==> config.mk <==
export PLATFORM = sky130hd
export DESIGN_NAME = serial_tx
export DESIGN_NICKNAME = d
export VERILOG_FILES = /design/src/rtl/serial_tx.sv
export SDC_FILE = /design/constraint.sdc
export NUM_CORES = 1
export LEC_CHECK = 0
export ABC_AREA = 1
export BUFFER_PORTS_ARGS = -buffer_cell sky130_fd_sc_hd__buf_2
export CORE_MARGIN = 4
export CORE_UTILIZATION = 45
export CTS_CLUSTER_SIZE = 12
export DETAILED_ROUTE_END_ITERATION = 10
export PLACE_DENSITY = 0.61
export REMOVE_ABC_BUFFERS = 1
export SYNTH_ARGS = -nofsm -noshare
export SYNTH_HDL_FRONTEND = slang
export SYNTH_SLANG_ARGS = --single-unit
export TNS_END_PERCENT = 20
==> constraint.sdc <==
create_clock -name C -period 1.89 [get_ports C]
set_input_delay 0.4725 -clock C [delete_from_list [all_inputs] [get_ports C]]
set_output_delay 0.4725 -clock C [all_outputs]
set_load 0.02 [all_outputs]
==> src/rtl/serial_tx.sv <==
// serial_tx: parallel-to-serial framed transmitter.
// Takes one DATA_W-bit word over a valid/ready handshake and sends it on txd as:
// start bit (0), data LSB first, optional even-parity bit, stop bit (1).
// Every serial bit lasts CLKS_PER_BIT cycles of C.
// Ports:
//   C          clock, rising edge
//   R          asynchronous active-high reset
//   tx_data    word to send, sampled only when it is accepted
//   tx_valid   tx_data is valid
//   tx_ready   block can accept a word (registered)
//   txd        serial line, idles high (registered)
//   busy       frame in progress (registered)
//   frame_done one-cycle pulse in the first idle cycle after the stop bit (registered)
module serial_tx #(
  parameter int unsigned DATA_W       = 8,
  parameter int unsigned CLKS_PER_BIT = 4,
  parameter int unsigned PARITY_EN    = 0
) (
  input  logic              C,
  input  logic              R,
  input  logic [DATA_W-1:0] tx_data,
  input  logic              tx_valid,
  output logic              tx_ready,
  output logic              txd,
  output logic              busy,
  output logic              frame_done
);

  localparam int unsigned BAUD_W = (CLKS_PER_BIT > 1) ? $clog2(CLKS_PER_BIT) : 1;
  localparam int unsigned BIT_W  = (DATA_W > 1) ? $clog2(DATA_W) : 1;
  localparam logic [BAUD_W-1:0] BAUD_LAST = BAUD_W'(CLKS_PER_BIT - 1);
  localparam logic [BIT_W-1:0]  BIT_LAST  = BIT_W'(DATA_W - 1);

  typedef enum logic [2:0] {
    IDLE   = 3'd0,
    START  = 3'd1,
    DATA   = 3'd2,
    PARITY = 3'd3,
    STOP   = 3'd4
  } state_t;

  state_t            state;
  logic [DATA_W-1:0] shreg;
  logic [DATA_W-1:0] shreg_nx;
  logic              par_bit;
  logic [BAUD_W-1:0] baud;
  logic [BIT_W-1:0]  bit_cnt;
  logic              bit_end;

  // Next data bit is the low bit after the shift; zero-fill keeps DATA_W=1 legal.
  assign shreg_nx = shreg >> 1;
  // Last cycle of the current serial bit period.
  assign bit_end  = (baud == BAUD_LAST);

  // Frame sequencer; txd is loaded with the level of the upcoming bit so it is registered.
  always_ff @(posedge C or posedge R) begin
    if (R) begin
      state      <= IDLE;
      shreg      <= '0;
      par_bit    <= 1'b0;
      baud       <= '0;
      bit_cnt    <= '0;
      txd        <= 1'b1;
      tx_ready   <= 1'b1;
      busy       <= 1'b0;
      frame_done <= 1'b0;
    end else begin
      frame_done <= 1'b0;
      case (state)
        IDLE: begin
          txd      <= 1'b1;
          tx_ready <= 1'b1;
          busy     <= 1'b0;
          baud     <= '0;
          bit_cnt  <= '0;
          if (tx_valid && tx_ready) begin
            shreg    <= tx_data;
            par_bit  <= ^tx_data;
            state    <= START;
            txd      <= 1'b0;
            tx_ready <= 1'b0;
            busy     <= 1'b1;
          end
        end
        START: begin
          if (bit_end) begin
            baud    <= '0;
            bit_cnt <= '0;
            state   <= DATA;
            txd     <= shreg[0];
          end else begin
            baud <= baud + BAUD_W'(1);
          end
        end
        DATA: begin
          if (bit_end) begin
            baud  <= '0;
            shreg <= shreg_nx;
            if (bit_cnt == BIT_LAST) begin
              if (PARITY_EN != 0) begin
                state <= PARITY;
                txd   <= par_bit;
              end else begin
                state <= STOP;
                txd   <= 1'b1;
              end
            end else begin
              bit_cnt <= bit_cnt + BIT_W'(1);
              txd     <= shreg_nx[0];
            end
          end else begin
            baud <= baud + BAUD_W'(1);
          end
        end
        PARITY: begin
          if (bit_end) begin
            baud  <= '0;
            state <= STOP;
            txd   <= 1'b1;
          end else begin
            baud <= baud + BAUD_W'(1);
          end
        end
        STOP: begin
          if (bit_end) begin
            baud       <= '0;
            state      <= IDLE;
            txd        <= 1'b1;
            tx_ready   <= 1'b1;
            busy       <= 1'b0;
            frame_done <= 1'b1;
          end else begin
            baud <= baud + BAUD_W'(1);
          end
        end
        default: begin
          state    <= IDLE;
          txd      <= 1'b1;
          tx_ready <= 1'b1;
          busy     <= 1'b0;
          baud     <= '0;
          bit_cnt  <= '0;
        end
      endcase
    end
  end

endmodule

==> results.md <==
- The total via count after detailed routing is 904.
- The clock period minus final worst setup slack is about 1.6 ns.
- The maximum vdd drop is ~0.0008 V.
- At the worst endpoint, the arrival time is 1.79 ns.
- Walking the worst path, the cells encountered are ha_1, ha_1, o21ai_0, nand2_1, nand2_1, nand2_1.
- The number of global-route vias before repair was 931.
- The floorplan core area is 2280 um2.
- The count of maximum capacitance violations is 0.
- TritonCTS built the clock tree.
- For this run, the number of Yosys warnings is 0.
- The final count of pins violating max slew is 0.
- The area added between synthesis and finish is 11.5%.
- Counting flops and latches in the post-synthesis netlist gives 20.
- The gate count after technology mapping is around 140.
- The kind of cell with the highest combined delay along the critical path is flip-flops.
- For this run, the detailed router's first-pass iteration total came to 4.
- The number of cells in the design after placement is 178.
- The maximum achievable frequency is 627 MHz.
- Clock latency on the worst-skew pair, taken at its later pin, is approximately 0.3 ns.
- The die is 57.5 um tall.
- For the final routed database, the setup TNS stands at 0 ns.
- Excluding fillers, the count of instances in the completed layout stands at 182.
- The root buffer cell is clkbuf_4.
- Counting flops with a built-in enable in the synthesized netlist gives 0.
- In the layout the commonest cells are 48 x nand2_1, 18 x dfrtp_1, 14 x buf_2.
- The worst pin sits at a relative slew slack of 71.7%.
- Global routing consumed, over all layers together, 14.4% of the routing resources.
- The count of port buffers added during placement is 14.
- The placer congestion estimate is 0.764.
- The share of the clock period used by the worst path after layout is 84.3%.
- The final non-filler cell area is around 1200 um2.
- The portion of the post-synthesis area used by sequential elements is 45.7%.
- The cell at the slowest stage of the critical path is dfrtp_1.
- The most numerous cell type found on the critical path is nand2_1.
- The startpoint type of the worst setup path is a register.
- In this run the static leakage power is between 0.6 and 0.7 nW.
- STA classifies the critical path endpoint as a register.
- The delay of the slowest cell on the worst path is 0.41 ns.
- The die is 57.5 um wide.
- For the pin with the worst max-slew slack, the measured transition is around 0.42 ns.
- The floorplan step defined a die boundary enclosing 3300 um2.
- Summed over all layers, the global routing overflow is 0.
- The count of buffers added by post-CTS timing repair for setup is 0.
- The total standard cell area after synthesis is roughly 1100 um2.
- The type of the worst setup path is reg2reg.
- The detailed-route DRC error count is 0.
- The maximum buffer depth of the clock tree is 2.
- After clock tree synthesis, the repair step resized 0 gates.
- In the synthesized netlist the dominant register cell turns out to be dfrtp_1.
- The total power density per cell area is 1530 nW/um2.
- After legalization and detailed placement, the total HPWL measured 1.67 mm.
- The peak fanout along the critical path is 4.
- The repair_antennas step left the layout with diodes totalling 0.
- The number of clock sinks is 20.
- The number of clock buffers added by TritonCTS is 3.
- The worst clock skew on the final layout is 0.00768 ns.
- The cts-stage hold buffer count is 0.
- The post-route netlist has 21.4% of its cells at a drive strength greater than 1.
- The number of antenna violations at the first check in global routing is 0.
- Using the TritonRoute via totals, the vias-per-cell ratio works out to 4.97.
- The data required time of the worst path is ~2.1 ns.
- The average footprint of a synthesized cell is 8.04 um2.
- In this run, the number of DRC markers left after iteration 0 of detailed routing was 15.
- In this run the number of H-tree levels came out at 1.
- The setup-violating endpoint count in the final report is 0.
- The mean routed wirelength per cell is 11.7 um.
- The cell row count is 17.
- The count of different cell masters after synthesis is 22.
- For this configuration, the core starts out at a cell density of 48.4%.
- The count of nets left with antenna violations after detail routing is 0.
- The min-delay analysis places its worst path in the category in2async.
- The final layout net count is approximately 170.
- The commonest non-fill, non-tap cell in the layout is nand2_1.
- Setup repair after global routing left no endpoint under its margin.
- The run finished with clean final reports.
- Counting both buffers and inverters, the worst setup path holds a total of 0.
- The total count of hold-check failures in the final report was 0.
- Counting flops with an async set or reset pin after synthesis yields a share of 100%.
- Summing all placed instances gives a cell area of about 1200 um2.
- The total length of routed wires is between 2 and 2.5 mm.
- The pin count of the biggest net entering global routing is 21.
- During I/O placement, the number of pins put on the boundary was 15.
- The first-pass GRT wire length is 3.82 mm.
- Clock-pin slew was measured on the worst setup and hold paths at 0.12 ns.
[metrics by stage]
step           setup WS, ns  util (%)  hold WS [ns]  total power [mW]
6_report              0.296      53.9         0.167              1.88
5_1_grt               0.131      53.9         0.202              2.07
4_1_cts               0.315      53.9         0.173              1.90
3_5_place_dp          0.323      52.3         0.454              1.65
3_3_place_gp          0.442      52.3         0.452              1.62
2_1_floorplan         0.499         -         0.435              1.43
[per-layer routing]
metal,wire (um),up-vias,track usage (%)
met3,77,2,2.71
met1,981,403,17.7
li1,-,482,-
met4,8,0,2.98
met2,1060,17,26.0
met5,0,-,0
[worst reg2reg max path: stages (launching register included)]
cell	delay, ns
dfrtp_1	0.41
ha_1	0.21
ha_1	0.19
o21ai_0	0.37
nand2_1	0.16
nand2_1	0.09
nand2_1	0.06
[worst paths after layout]
check,start,to,slack (ns),cells past startpoint
max,bit_cnt[0]$_DFFE_PP0P_,bit_cnt[1]$_DFFE_PP0P_,0.30,6
min,R,bit_cnt[0]$_DFFE_PP0P_,0.17,3
max reg2reg,bit_cnt[0]$_DFFE_PP0P_,bit_cnt[1]$_DFFE_PP0P_,0.30,6
min reg2reg,busy$_DFFE_PP0P_,busy$_DFFE_PP0P_,0.48,2
max in group asynchronous,R,txd$_DFFE_PP1P_,1.45,3
min in group C,tx_data[7],shreg[7]$_DFFE_PP0P_,0.44,3
[logic make-up (layout without fill, tap and decap cells)]
family	count (synthesis)	after routing	share of synthesized area [%]
flip-flops	20	20	45.7
AO/OA/AOI/OAI	20	20	9.66
AND/OR/NAND/NOR	77	77	34.1
buffers and inverters	17	34	7.16
adder cells (fa/ha/maj)	3	3	3.41
[layout make-up]
cell class	instances	area, um2
tap	28	35.0
multi-input combinational	100	519
inverter	15	56.3
fill	212	1050
sequential	20	503
clock buffer	4	36.3
timing repair buffer	15	77.6
[cells in the mapped netlist (2+ instances only)]
library cell / count / area (um2)
dfstp_2: 2 / 52.6
nand2_1: 48 / 180
nor2_1: 6 / 22.5
buf_6: 2 / 22.5
inv_2: 3 / 11.3
o21ai_1: 7 / 35.0
nand2_4: 3 / 33.8
inv_1: 12 / 45.0
ha_1: 3 / 37.5
dfrtp_1: 18 / 450
o21ai_0: 9 / 45.0
nand3b_1: 2 / 15.0
o21bai_1: 2 / 15.0
nor2_4: 2 / 22.5
nor2_2: 2 / 12.5
nand3_1: 7 / 35.0
nand4_1: 4 / 25.0
[flip-flops by register name, indices dropped and copies added, names as in the netlist]
| name | cells |
|---|---|
| baud | 2 |
| busy | 1 |
| frame_done | 1 |
| shreg | 8 |
| tx_ready | 1 |
| txd | 1 |
| bit_cnt | 3 |
| state | 3 |
[where the power goes]
group          switching (mW)  internal (mW)
clock network           0.131          0.117
registers               0.125          0.611
logic                   0.590          0.304
Power figures use the tool's default switching activity.
